--- src/rtl/orb_pkg.sv ---
// Shared constants and the frame-reader state encoding for the orbital frame
// path (packer, reader, transmitter).
//   ORB_ADDR_W     : frame RAM address width
//   ORB_DATA_W     : frame RAM word width
//   orb_rd_state_t : reader FSM encoding (IDLE=0, FETCH=1, HOLD=2)
package orb_pkg;

  localparam int ORB_ADDR_W = 11;
  localparam int ORB_DATA_W = 12;

  typedef enum logic [1:0] {
    IDLE  = 2'd0,
    FETCH = 2'd1,
    HOLD  = 2'd2
  } orb_rd_state_t;

endpackage

--- src/rtl/orb_lat_cnt.sv ---
// Loadable down-counter that covers a synchronous RAM read latency.
// Load it in the cycle the read address is presented. "done" then goes high
// in the cycle in which the RAM read data for that address is valid.
//   clk  : clock
//   rst  : async reset, active-low
//   load : restart the count at LAT
//   done : count has expired (also high while idle)
module orb_lat_cnt
  import orb_pkg::*;
#(
  parameter int LAT = 2
) (
  input  logic clk,
  input  logic rst,
  input  logic load,
  output logic done
);

  localparam int CW = $clog2(LAT + 1);

  logic [CW-1:0] cnt;

  always_ff @(posedge clk or negedge rst) begin
    if (!rst) begin
      cnt <= '0;
    end else if (load) begin
      cnt <= CW'(LAT);
    end else if (cnt != '0) begin
      cnt <= cnt - 1'b1;
    end
  end

  assign done = (cnt == '0);

endmodule

--- src/rtl/orb_frame_reader.sv ---
// Read side of the orbital frame RAM. A start strobe reads FRAME_WORDS words
// from address 0 upward and presents them one at a time on a valid/ready
// stream towards the line transmitter.
//
// Optional feature: define ORB_CLR_EN to emit a clear-write for every word
// that is handed downstream, so that slots not refreshed by the packer read
// back as zero in the next frame. Without it, clr_we/clr_addr are tied to 0.
//
// Ports:
//   clk, rst   : clock, async active-low reset
//   start      : 1-cycle frame strobe
//   rd_addr    : RAM read address
//   rd_q       : RAM read data, valid RD_LAT cycles after rd_addr
//   out_word   : stream data
//   out_valid  : stream valid
//   out_ready  : stream ready
//   busy       : frame read in progress
//   frame_done : 1-cycle pulse after the last word of a frame is accepted
//   ovr        : sticky, start arrived while a frame was being read
//   clr_we     : clear-write enable (zero when ORB_CLR_EN is undefined)
//   clr_addr   : clear-write address (zero when ORB_CLR_EN is undefined)
//   state      : reader FSM state, for observation
//
// Stream handshake: a word transfers on every rising clk edge where
// out_valid and out_ready are both 1. Once out_valid is raised, out_valid and
// out_word hold steady until that transfer. out_ready is ignored outside HOLD.
module orb_frame_reader
  import orb_pkg::*;
#(
  parameter int ADDR_W      = ORB_ADDR_W,
  parameter int DATA_W      = ORB_DATA_W,
  parameter int FRAME_WORDS = 2048,
  parameter int RD_LAT      = 2
) (
  input  logic              clk,
  input  logic              rst,
  input  logic              start,
  output logic [ADDR_W-1:0] rd_addr,
  input  logic [DATA_W-1:0] rd_q,
  output logic [DATA_W-1:0] out_word,
  output logic              out_valid,
  input  logic              out_ready,
  output logic              busy,
  output logic              frame_done,
  output logic              ovr,
  output logic              clr_we,
  output logic [ADDR_W-1:0] clr_addr,
  output orb_rd_state_t     state
);

  localparam logic [ADDR_W-1:0] LAST_ADDR = ADDR_W'(FRAME_WORDS - 1);

  orb_rd_state_t state_next;
  logic          lat_load;
  logic          q_valid;
  logic          xfer;
  logic          last;

  assign xfer = (state == HOLD) && out_valid && out_ready;
  assign last = (rd_addr == LAST_ADDR);

  // The counter is reloaded each time a new address goes out, so FETCH
  // lasts RD_LAT+1 cycles and the capture lines up with the RAM's q.
  orb_lat_cnt #(
    .LAT (RD_LAT)
  ) u_lat_cnt (
    .clk  (clk),
    .rst  (rst),
    .load (lat_load),
    .done (q_valid)
  );

  always_ff @(posedge clk or negedge rst) begin
    if (!rst) begin
      state <= IDLE;
    end else begin
      state <= state_next;
    end
  end

  always_comb begin
    state_next = state;
    lat_load   = 1'b0;
    case (state)
      IDLE: begin
        if (start) begin
          state_next = FETCH;
          lat_load   = 1'b1;
        end
      end
      FETCH: begin
        if (q_valid) begin
          state_next = HOLD;
        end
      end
      HOLD: begin
        if (xfer) begin
          if (last) begin
            state_next = IDLE;
          end else begin
            state_next = FETCH;
            lat_load   = 1'b1;
          end
        end
      end
      default: state_next = IDLE;
    endcase
  end

  always_ff @(posedge clk or negedge rst) begin
    if (!rst) begin
      rd_addr    <= '0;
      out_word   <= '0;
      out_valid  <= 1'b0;
      busy       <= 1'b0;
      frame_done <= 1'b0;
      ovr        <= 1'b0;
    end else begin
      frame_done <= 1'b0;
      // A strobe during any non-idle cycle is dropped, including the cycle
      // of the final transfer; the running frame is never restarted.
      if (start && (state != IDLE)) begin
        ovr <= 1'b1;
      end
      case (state)
        IDLE: begin
          if (start) begin
            rd_addr <= '0;
            busy    <= 1'b1;
          end
        end
        FETCH: begin
          if (q_valid) begin
            out_word  <= rd_q;
            out_valid <= 1'b1;
          end
        end
        HOLD: begin
          if (xfer) begin
            out_valid <= 1'b0;
            if (last) begin
              frame_done <= 1'b1;
              busy       <= 1'b0;
            end else begin
              rd_addr <= rd_addr + 1'b1;
            end
          end
        end
        default: ;
      endcase
    end
  end

`ifdef ORB_CLR_EN
  // Clear-write issued in the transfer cycle itself; rd_addr still points at
  // the word being handed over. The RAM write mux ranks this below packer WE.
  assign clr_we   = xfer;
  assign clr_addr = xfer ? rd_addr : '0;
`else
  assign clr_we   = 1'b0;
  assign clr_addr = '0;
`endif

endmodule
--- config.mk ---
export PLATFORM = sky130hd
export DESIGN_NAME = orb_frame_reader
export DESIGN_NICKNAME = d
export VERILOG_FILES = /design/src/rtl/orb_pkg.sv /design/src/rtl/orb_lat_cnt.sv /design/src/rtl/orb_frame_reader.sv
export SDC_FILE = /design/constraint.sdc
export NUM_CORES = 1
export LEC_CHECK = 0
export ABC_AREA = 1
export BUFFER_PORTS_ARGS = -buffer_cell sky130_fd_sc_hd__clkbuf_2
export CAP_MARGIN = 20
export CORE_UTILIZATION = 49
export CTS_CLUSTER_DIAMETER = 60
export CTS_CLUSTER_SIZE = 10
export DETAILED_ROUTE_END_ITERATION = 10
export PLACE_DENSITY = 0.88
export SYNTH_ARGS = -nofsm -noshare
export SYNTH_HDL_FRONTEND = slang
export SYNTH_SLANG_ARGS = --single-unit
--- constraint.sdc ---
create_clock -name clk -period 2.2 [get_ports clk]
set_input_delay 0 -clock clk [delete_from_list [all_inputs] [get_ports clk]]
set_output_delay 0 -clock clk [all_outputs]
set_load 0.02 [all_outputs]
# After elaboration in Yosys (flattened, before gate mapping)
# Cells that the tools add are included.
# word_totals
reg_bits	31
latch_bits	0
ram_bits	0
rom_bits	0
inputBits	16
output_inout_bits	41
word_cells	58
memories	0
# op_classes
addsub	2
multipliers	0
n_div	0
order_cmp	0
n_eq_ne	8
shift	0
mux	25
n_bitwise	0
reduce_logical	15
# ops
cell	count
$mux W11	3
$pmux W11 S2	1
$mux W1	12
$add A11 B1 Y11 const B	1
$eq A11 B11 Y1 const B	1
$mux W2	5
$ne A2 B2 Y1 const B	5
$reduce_bool A2 Y1	5
$reduce_and A4 Y1	2
$pmux W1 S2	3
$pmux W2 S3	1
$reduce_and A3 Y1	2
$logic_not A2 Y1	2
$logic_and A1 B1 Y1	3
$eq A2 B1 Y1 const B	1
$eq A2 B2 Y1 const B	1
$reduce_and A2 Y1	1
$sub A2 B1 Y2 const B	1

# Logic depth before layout (Yosys ltp)
# Gate-level depths: netlist of run 1.
# logic_depth
word_depth	6
ltp_mapped	8
depth_no_buf	8

# Hierarchy
# From an unflattened synthesis of run 1, not the netlist that was laid out.
# unflattened
hier_cells	180
area_unflattened_um2	1612.8
# modules_own_cells
mod	n_inst	cells_each	area_per_inst_um2	seq_area_each_um2
orb_frame_reader	1	166	1505.2	725.7
orb_lat_cnt	1	14	107.6	50.0

# Worst setup path before layout of run 1
# Ideal clock, no wire load.
# synth_timing
path_kind	reg2reg
start	register rd_addr[0]
end	register u_lat_cnt.cnt[1]
setup_time_ns	0.131
t_arrival_ns	1.540
required_time_ns	2.069
setup_slack_ns	0.529
stages_incl_launch_ff	8
path_buffers	1
synth_period_minus_slack_ns	1.671
path_cell_list	dfrtp_1 ha_1 nand2_1 nor2_4 nand3_4 a21boi_4 buf_6 o211ai_1
# synth_between
elab_chain_cells	5
elab_cells_between_ends	6
cone_classes	eq/ne (1); mux (4); reduce/logical (1)
# synth_rtl
element	line	rtl
start: declaration	orb_frame_reader.sv:38	output logic [ADDR_W-1:0] rd_addr,
start signal: assignment	orb_frame_reader.sv:145	rd_addr <= rd_addr + 1'b1;
$eq A11 B11 Y1 (*)	orb_frame_reader.sv:60	assign last = (rd_addr == LAST_ADDR);
$mux W1 (*)	orb_frame_reader.sv:98	if (last) begin
$mux W1 (*)	orb_frame_reader.sv:97	if (xfer) begin
$pmux W1 S2 (*)	orb_frame_reader.sv:84	case (state)
$mux W2 or $reduce_bool A2 Y1 (tied branches)	--	
end signal: assignment	orb_lat_cnt.sv:27	cnt <= CW'(LAT);
end signal: assignment	orb_lat_cnt.sv:29	cnt <= cnt - 1'b1;
end: declaration	orb_lat_cnt.sv:21	logic [CW-1:0] cnt;
# Mark *: on every way between the ends. The rest lies on a longest branch, timed or not.
# A chain may end at the register's enable or synchronous reset.

# Worst setup path in the final report of run 1
# layout_timing
start	register rd_addr[0]
end	register rd_addr[7]
# layout_between
elab_chain_cells	4
elab_cells_between_ends	7
cone_classes	add/sub (1); eq/ne (2); mux (3); reduce/logical (1)
# layout_rtl
element	line	rtl
$add A11 B1 Y11	orb_frame_reader.sv:145	
$mux W11	orb_frame_reader.sv:141	if (last) begin
$mux W11	orb_frame_reader.sv:139	if (xfer) begin
$pmux W11 S2	orb_frame_reader.sv:125	case (state)
# Parallel ways exist; a longest one is shown, timed or not. The select of a mux whose other input is x is not followed.

==> reports/metrics.yaml, run 1 <==
outcome: "complete, no violations"
synthSimpleGateAreaFrac_pct: 30.9
finalHoldViolCount: 0
maxCapViolCount: 0
synthAdderAreaFrac_pct: 1.56
track_usage_pct: 22.9
worst_pin_slew_ns: 0.738
die_area_mm2: 0.00350
coreArea_mm2: 0.00308
path_max_fanout: 18
viasPerCell: 4.63
cts_tree: "built"
async_flop_share_pct: 100
rr_worst_depth: 6
wl_um: 3350
firstDrtPassIters: 4
synth-seq-cells: 31
port_buffers: 44
vias: 1409
place.gp.congestion: 0.804
drive_gt1_share_pct: 23.1
cts-root-buf: "clkbuf_4"
antenna_found_initial: 0
grt_pass1_wl_um: 5840
synth-edff-count: 0
synth_top_family_by_area: "simple AND/OR/NAND/NOR gates"
drc: 0
clk_latency_ns: 0.34
area_growth_pct: 26.5
ys_seq_area_share_pct: 48.5
power.leakage_uw: 0.00108
peakVddDrop_v: 0.000843
cts_setup_buffers: 0
cts.sinks: 31
crit_path_end_kind: "flip-flop"
maxSlewHeadroom_pct: 50.8
p_per_area_mw_per_mm2: 1030
start_kind: "flip-flop"
rsz0062_at_grt: "no"
ys_warn_count: 0
hp-class: "in2reg"
initial_utilization_pct: 52.0
place_area_mm2: 0.00182
hold_depth: 5
synth.avg_cell_area_um2: 8.12
setup-violations-final: 0
syn_inst: 197
n_antenna_cell: 0
finalNetCount: 277
finalInstanceArea_mm2: 0.00202
fin_util_pct: 65.8
period_share_pct: 80.0
clk_pin_slew_ns: 0.10
fin_tns_setup_ns: 0
h-tree-depth: 2
min_period_ns: 1.76
grt_start_max_net_pins: 32
wire_per_inst_um: 11.0
first_global_vias: 1392
fmax_mhz: 568
die_w_um: 59.1
dpl.hpwl_um: 2370
synth_compound_area_share_pct: 6.72
ctsLongestPathBuffers: 2
cts_buffers: 5
drt-initial-drc-count: 48
final_max_slew_viol_count: 0
nFillCells: 264
ant_nets: 0
grt_overflow: 0
finalClockSkew_ns: 0.00502
die_y_um: 59.1
synthFlopType: "dfrtp_1"
yosysUniqueCellTypes: 27
ios: 57
synth_xor_area_share_pct: 1.09
cp.arrival_ns: 1.97
synthMuxAreaShare_pct: 0
critPathKind: "reg2reg"
cp.required_ns: 2.41
netlist_area_mm2: 0.00160
num_rows: 20
## power by group
part / total [µW] / leakage, µW / internal (µW) / switching [µW]
logic: 850 / 0.000653 / 273 / 577
clock network: 382 / 0.0000386 / 188 / 195
registers: 849 / 0.000391 / 736 / 113
## registers in the layout, indices dropped and copies added, names as in the netlist
name           flops
busy               1
frame_done         1
out_valid          1
out_word          12
ovr                1
rd_addr           11
state              2
u_lat_cnt.cnt      2
## placed cells by master, fill, tap and decap left out
| cell type | instances |
|---|---|
| nand2_2 | 1 |
| clkbuf_1 | 1 |
| a21o_1 | 1 |
| nor3b_1 | 1 |
| nand3_1 | 15 |
| nor3_4 | 1 |
| clkbuf_4 | 5 |
| xor2_1 | 2 |
| buf_4 | 1 |
| or2_2 | 1 |
| nand4_1 | 1 |
| o21ai_1 | 2 |
| o21bai_1 | 1 |
| nor2_1 | 12 |
| dfrtp_1 | 31 |
| o21ai_0 | 8 |
| inv_1 | 18 |
| clkbuf_2 | 44 |
| ha_1 | 2 |
| dlygate4sd3_1 | 14 |
| nor2_4 | 2 |
| nor3_1 | 2 |
| a21boi_4 | 1 |
| o211ai_1 | 1 |
| o31ai_1 | 1 |
| clkbuf_8 | 2 |
| conb_1 | 12 |
| nand2_1 | 75 |
| o21ai_2 | 1 |
| nand3_4 | 1 |
## cell families after synthesis
| family | Yosys count |
|---|---|
| AO/OA/AOI/OAI | 16 |
| flip-flops | 31 |
| buffers and inverters | 33 |
| adder cells (fa/ha/maj) | 2 |
| other | 1 |
| XOR/XNOR | 2 |
| AND/OR/NAND/NOR | 112 |
## layout make-up
type | count | area [µm²] | area share, %
multi-input cells | 144 | 689 | 34.1
well taps | 44 | 55.1 | 2.72
flip-flops and latches | 31 | 776 | 38.3
clock buffers | 8 | 68.8 | 3.40
repair buffers | 59 | 368 | 18.2
inverters | 18 | 67.6 | 3.34
## layer usage
metal	share of wire, %	global-route usage [%]	vias to the layer above
met5	0	0	-
met4	1.8	13.9	0
met3	5.0	5.68	5
met2	49	38.1	48
met1	45	26.5	641
li1	-	-	715
## path summary, 6_finish.rpt
path,slack (ns),from,endpoint
worst max-delay path,0.44,rd_addr[0],rd_addr[7]
worst min-delay path,0.07,out_ready,frame_done
worst max register to register,0.44,rd_addr[0],rd_addr[7]
worst min register to register,0.48,ovr,ovr
max in group asynchronous,1.49,rst,out_word[3]
min in group asynchronous,0.25,rst,rd_addr[5]
## critical path, stage by stage (launching register included)
cell,delay (ns)
dfrtp_1,0.43
ha_1,0.23
nand2_1,0.11
nor2_4,0.15
nand3_4,0.12
a21boi_4,0.41
o21ai_0,0.18
## timing repair
action / in CTS / in global routing
resized for setup: 0 / 0
endpoints found under the hold margin: 45 / 0
hold buffers: 14 / 0
## per-stage QoR
| stage | hold WS, ns | std cells | power [µW] | setup slack (ns) |
|---|---|---|---|---|
| floorplan | -0.296 | 208 | 1440 | 0.529 |
| global placement | 0.0926 | 282 | 1650 | 0.523 |
| detailed placement | 0.108 | 282 | 1690 | 0.447 |
| CTS | 0.0724 | 304 | 2090 | 0.447 |
| global route | 0.0946 | 304 | 2250 | 0.270 |
| finish | 0.0712 | 304 | 2080 | 0.440 |
## cells in the mapped netlist (2+ instances only)
| cell | count | area share [%] |
|---|---|---|
| ha_1 | 2 | 1.6 |
| nor2_4 | 2 | 1.4 |
| xor2_1 | 2 | 1.1 |
| nor2_1 | 12 | 2.8 |
| nand3_1 | 15 | 4.7 |
| o21ai_0 | 8 | 2.5 |
| nand2_1 | 75 | 18 |
| buf_4 | 12 | 5.6 |
| o21ai_1 | 2 | 0.63 |
| inv_1 | 18 | 4.2 |
| dfrtp_1 | 31 | 48 |
| clkbuf_1 | 2 | 0.47 |
| nor3_1 | 2 | 0.63 |
Power figures use the tool's default switching activity.
==> run 2, diff against run 1 <==
Settings changed: CORE_UTILIZATION 49 to 44, PLACE_DENSITY 0.88 to 0.84.
Clock period 2.2 ns to 1.6 ns, I/O delays scaled along.
==> run 2 against run 1 <==
  * Clock skew grew 0.0059 ns
  * Combinational power grew 49%
  * Critical path type unchanged
  * Largest power group unchanged
  * Critical endpoint is now rd_addr[9]
  * Sequential power grew 38%
==> reports/metrics.yaml, run 2 (synthesized netlist as in run 1, its figures left out) <==
outcome: "complete, no violations"
layout_commonest_cell: "nand2_1"
die_y_um: 62.3  # +5.3%
fin_hold_ws_ns: 0.0601  # -0.0111 ns
mostFrequentLayoutCells: "74 x nand2_1, 44 x clkbuf_2, 29 x dfrtp_1, 17 x inv_1, 15 x nand3_1"
critPathKind: "reg2reg"
cts.sinks: 31  # unchanged
track_usage_pct: 20.1  # -2.8 points
viasPerCell: 4.62  # -0.41%
power.leakage_uw: 0.00112  # +3.5%
peakVddDrop_v: 0.000875  # +3.8%
n_antenna_cell: 0  # unchanged
drc: 0  # unchanged
finalClockSkew_ns: 0.0109  # +0.00592 ns
nFillCells: 312  # +18%
first_global_vias: 1359  # -2.4%
hp-class: "in2reg"
crit_path_end_kind: "flip-flop"
area_growth_pct: 31.6
antenna_found_initial: 0  # unchanged
finalHoldViolCount: 0  # unchanged
wl_um: 3590  # +7.3%
port_buffers: 44  # unchanged
ctsLongestPathBuffers: 2  # unchanged
largest_register_ffs: 12  # unchanged
cts_buffers: 5  # unchanged
finalInstanceArea_mm2: 0.00211  # +4.0%
drt-initial-drc-count: 88  # +83%
p_per_area_mw_per_mm2: 1370  # +33%
grt_overflow: 0  # unchanged
num_rows: 21  # +5.0%
die_area_mm2: 0.00388  # +11%
dpl.hpwl_um: 2450  # +3.4%
rr_worst_depth: 7  # +1
wire_per_inst_um: 11.4  # +3.5%
h-tree-depth: 2  # unchanged
top_regs: "out_word: 12 flops, rd_addr: 11 flops"
cp.arrival_ns: 1.69  # -0.28 ns
place_area_mm2: 0.00187  # +3.2%
finalNetCount: 286  # +3.2%
firstDrtPassIters: 4  # unchanged
final_max_slew_viol_count: 0  # unchanged
cts-root-buf: "clkbuf_4"
worst_pin_slew_ns: 0.766  # +0.0285 ns
ios: 57  # unchanged
fmax_mhz: 680  # +20%
path_max_fanout: 9  # -9
clk_pin_slew_ns: 0.09  # about the same
coreArea_mm2: 0.00342  # +11%
die_w_um: 62.3  # +5.3%
hold_depth: 5  # unchanged
min_period_ns: 1.47  # -0.290 ns
ant_nets: 0  # unchanged
setup-violations-final: 0  # unchanged
largest_register: "out_word"
grt_start_max_net_pins: 32  # unchanged
clk_latency_ns: 0.34  # about the same
maxCapViolCount: 0  # unchanged
initial_utilization_pct: 46.8  # -5.1 points
period_share_pct: 91.9  # +12 points
place.gp.congestion: 0.831  # +3.4%
grt_pass1_wl_um: 5980  # +2.2%
start_kind: "flip-flop"
cts_tree: "built"
drive_gt1_share_pct: 27.5  # +4.4 points
cp.required_ns: 1.82  # -0.59 ns
vias: 1454  # +3.2%
maxSlewHeadroom_pct: 48.9  # -1.9 points
r2r_slack_ns: 0.13  # -0.31 ns
==> run 2: changes by cell type in the layout (fill, tap and decap cells not counted), moves of 2 or more <==
| cell | delta |
|---|---|
| dfrtp_2 | +2 |
| buf_4 | +7 |
| buf_6 | +2 |
| clkbuf_8 | -2 |
| dfrtp_1 | -2 |
==> run 2: worst paths after layout <==
path / endpoint / startpoint
min reg2reg: out_word[3] / out_word[3]
min in group asynchronous: rd_addr[5] / rst
max in group asynchronous: rd_addr[1] / rst
max: rd_addr[9] / rd_addr[1]
min: frame_done / out_ready
max reg2reg: rd_addr[9] / rd_addr[1]
==> run 2: per-stage QoR <==
| step | total power, µW | util (%) | setup TNS (ns) | std cells | setup WS (ns) |
|---|---|---|---|---|---|
| after floorplan | 1980 | - | 0 | 208 | 0.0137 |
| after global placement | 2340 | 54.8 | 0 | 291 | 0.153 |
| after detailed placement | 2370 | 54.8 | 0 | 291 | 0.0571 |
| after CTS | 2840 | 60.4 | 0 | 313 | 0.0477 |
| after global routing | 3090 | 61.6 | -0.00830 | 315 | -0.00567 |
| final | 2880 | 61.6 | 0 | 315 | 0.130 |
==> run 2: where the power goes <==
| group | internal [µW] | total, µW | switching (µW) |
|---|---|---|---|
| Combinational | 453 | 1270 | 816 |
| Clock | 171 | 435 | 264 |
| Sequential | 1010 | 1170 | 159 |
==> run 2: cell type report <==
cell class | count | area [µm²] | area share [%]
Sequential cell | 31 | 778 | 37.0
Multi-Input combinational cell | 144 | 709 | 33.7
Timing Repair Buffer | 68 | 443 | 21.0
Inverter | 18 | 67.6 | 3.21
Tap cell | 46 | 57.6 | 2.73
Clock buffer | 7 | 45.0 | 2.14
Clock inverter | 1 | 5.00 | 0.238
==> run 2: worst max-delay path, cell delays in order, from the launching register on <==
cell and delay [ns]:
dfrtp_2 0.42, ha_4 0.16, nand2_2 0.08, nor2_4 0.14
nand3_4 0.12, a21boi_4 0.19, buf_6 0.15, o21ai_0 0.09
==> run 2: timing repair <==
action	CTS	global route
endpoints found under the setup margin	0	26
hold buffers	14	0
resized for setup	0	7
endpoints found under the hold margin	45	0
setup buffers	0	2
==> run 2: layer usage <==
layer	global-route usage, %	wire length (µm)
met5	0	0
met4	7.85	61
met3	7.54	207
met2	33.7	1790
met1	23.2	1540
==> run 3, diff against run 2 <==
Settings changed: SETUP_SLACK_MARGIN from default to 0.4, SYNTH_HIERARCHICAL from default to 1.
==> run 3 against run 2 <==
  * Clock skew grew 0.0080 ns
  * Critical path type unchanged
  * Register-to-register slack gained 0.12 ns
  * Total power grew 26%
  * Global-route usage grew 5.0 points
  * Critical endpoint is now rd_addr[4]
  * Critical path depth grew 1
  * Largest power group unchanged
==> reports/metrics.yaml, run 3 <==
synth-edff-count: 0  # unchanged
critical-path-top-delay-family: "simple AND/OR/NAND/NOR gates"
start_kind: "flip-flop"
place_area_mm2: 0.00191  # +2.1%
fmax_mhz: 740  # +8.8%
cp.arrival_ns: 1.64  # -0.05 ns
n_antenna_cell: 0  # unchanged
port_buffers: 44  # unchanged
hp-class: "in2async"
r2r_slack_ns: 0.25  # +0.12 ns
cts_tree: "built"
cts-root-buf: "clkbuf_4"
power.total_uw: 3630  # +26%
antenna_found_initial: 0  # unchanged
maxSlewHeadroom_pct: 48.8  # -0.097 points
synthTopCellsByArea: "dfrtp_1 48%, nand2_1 11%, mux2_2 8.4%"
max_stage_delay_ns: 0.40  # -0.02 ns
mostFrequentLayoutCells: "44 x clkbuf_2, 43 x nand2_1, 24 x dfrtp_1, 22 x buf_4"
grt_overflow: 0  # unchanged
rsz0062_at_grt: "yes"
clk_latency_ns: 0.36  # +0.02 ns
synth.avg_cell_area_um2: 8.96  # +10%
area_growth_pct: 52.8
largest_register: "out_word"
h-tree-depth: 2  # unchanged
finalNetCount: 287  # +0.35%
clk_pin_slew_ns: 0.12  # +0.03 ns
wire_per_inst_um: 14.3  # +25%
final_max_slew_viol_count: 0  # unchanged
min_period_ns: 1.35  # -0.119 ns
power.leakage_uw: 0.00123  # +9.4%
syn_inst: 180  # -8.6%
critPathKind: "reg2reg"
worst_pin_slew_ns: 0.768  # +0.00145 ns
synth_area_leader_cell: "dfrtp_1"
wl_um: 4520  # +26%
outcome: "complete, no violations"
critPathBufInv: 1  # unchanged
peakVddDrop_v: 0.00118  # +35%
period_share_pct: 84.4  # -7.5 points
top_regs: "out_word: 12 flops, rd_addr: 11 flops"
ant_nets: 0  # unchanged
finalInstanceArea_mm2: 0.00246  # +17%
drive_gt1_share_pct: 48.9  # +21 points
ctsLongestPathBuffers: 2  # unchanged
p_per_area_mw_per_mm2: 1470  # +7.8%
synth_top_cell_area_share_pct: 48.1  # -0.38 points
synth-seq-cells: 31  # unchanged
layout_commonest_cell: "clkbuf_2"
drt-initial-drc-count: 50  # -43%
grt_pass1_wl_um: 7300  # +22%
yosysUniqueCellTypes: 24  # -11%
cts_buffers: 5  # unchanged
place.gp.congestion: 0.798  # -3.9%
ys_seq_area_share_pct: 48.1  # -0.38 points
cp_slowest_cell: "dfrtp_2"
drc: 0  # unchanged
r2r-start: "rd_addr[1]"
cp_cell_sequence: "ha_4 -> nand3_4 -> nor2_8 -> nand3_4 -> nand2_8 -> buf_6 -> nand3_1 -> nand2_1"
viasPerCell: 4.78  # +3.7%
path_max_fanout: 6  # -3
cp.required_ns: 1.89  # +0.07 ns
die_y_um: 62.5  # +0.38%
crit_path_end_kind: "flip-flop"
ys_warn_count: 6  # +6
maxCapViolCount: 0  # unchanged
cts.sinks: 31  # unchanged
synthFlopType: "dfrtp_1"
largest_register_ffs: 12  # unchanged
vias: 1512  # +4.0%
dp_cells: 271  # -6.9%
fin_cells: 316  # +0.32%
num_rows: 21  # unchanged
grt_start_max_net_pins: 32  # unchanged
finalClockSkew_ns: 0.0190  # +0.00803 ns
initial_utilization_pct: 47.2  # +0.37 points
synthTopCellsByCount: "46 x nand2_1, 31 x dfrtp_1, 20 x nand3_1"
ios: 57  # unchanged
r2r_end: "rd_addr[4]"
fin_tns_setup_ns: 0  # unchanged
nFillCells: 265  # -15%
rr_worst_depth: 8  # +1
setup-violations-final: 0  # unchanged
dpl.hpwl_um: 2440  # -0.35%
coreArea_mm2: 0.00342  # unchanged
track_usage_pct: 25.1  # +5.0 points
first_global_vias: 1563  # +15%
post-synth-top-count-cell: "nand2_1"
firstDrtPassIters: 4  # unchanged
die_area_mm2: 0.00391  # +0.76%
finalHoldViolCount: 0  # unchanged
netlist_area_mm2: 0.00161  # +0.78%
die_w_um: 62.5  # +0.38%
async_flop_share_pct: 100  # unchanged
path_common_cell: "nand3_4"
-- run 3: changes by cell type in the layout (fill, tap and decap cells not counted), moves of 4 or more --
cell,before,now
nand3_1,15,10
nand3_4,1,5
dfrtp_1,29,24
dfrtp_2,2,7
inv_1,17,8
buf_4,8,22
o21ai_0,8,4
nand3_2,0,8
mux2_2,0,6
nand2_1,74,43
mux2_4,0,6
-- run 3: timing repair --
action	CTS	global route
setup endpoints to repair	29	29
buffers inserted	13	6
resized for setup	25	15
pin swaps	10	14
cloned	3	0
hold buffers	15	0
hold endpoints to repair	45	0
-- run 3: kinds of logic after synthesis --
group / Yosys count / synth area share [%]
buf+inv: 31 / 11.0
simple gates: 93 / 27.2
fa+ha+maj: 2 / 1.55
flops: 31 / 48.1
compound gates: 9 / 2.95
mux: 12 / 8.38
xor+xnor: 1 / 0.543
other cells: 1 / 0.233
-- run 3: layout make-up --
| type | count | area [µm²] | area share, % |
|---|---|---|---|
| multi-input cells | 131 | 891 | 36.2 |
| flip-flops and latches | 31 | 785 | 31.8 |
| repair buffers | 85 | 581 | 23.6 |
| inverters | 15 | 68.8 | 2.79 |
| well taps | 46 | 57.6 | 2.34 |
| clock inverters | 3 | 43.8 | 1.78 |
| clock buffers | 5 | 37.5 | 1.52 |
-- run 3: routing by layer --
metal	vias up	track usage, %	part of all wire (%)
li1	736	-	-
met1	706	26.1	38
met2	59	45.9	55
met3	11	5.29	4.4
met4	0	14.5	2.6
met5	-	0	0
-- run 3: worst reg2reg max path, cell delays in order (launching register included) --
cell and delay (ns):
dfrtp_2 0.40, ha_4 0.15, nand3_4 0.10, nor2_8 0.13
nand3_4 0.10, nand2_8 0.14, buf_6 0.13, nand3_1 0.07
nand2_1 0.07
-- run 3: through the flow --
stage	hold slack, ns	utilization [%]	worst slack, ns
finish	0.232	72.1	0.249
global route	0.314	72.1	0.148
CTS	0.254	69.3	0.273
detailed placement	0.101	56.0	0.0733
global placement	0.0996	56.0	0.145
floorplan	-0.296	-	0.110
-- run 3: power by group --
group | switching, µW | internal, µW | leakage (µW)
sequential | 172 | 1020 | 0.000372
clock | 317 | 329 | 0.0000452
combinational | 1000 | 790 | 0.000810
total | 1490 | 2140 | 0.00123
-- run 3: worst max-delay path by stage --
| stage | start | cells past startpoint | to |
|---|---|---|---|
| after floorplan | rd_addr[0] | 9 | u_lat_cnt/cnt[1] |
| after global placement | rd_addr[0] | 9 | u_lat_cnt/cnt[0] |
| after detailed placement | rd_addr[1] | 8 | u_lat_cnt/cnt[1] |
| after CTS | rd_addr[0] | 7 | state[0] |
| after global routing | rd_addr[9] | 7 | rd_addr[3] |
| final | rd_addr[1] | 8 | rd_addr[4] |
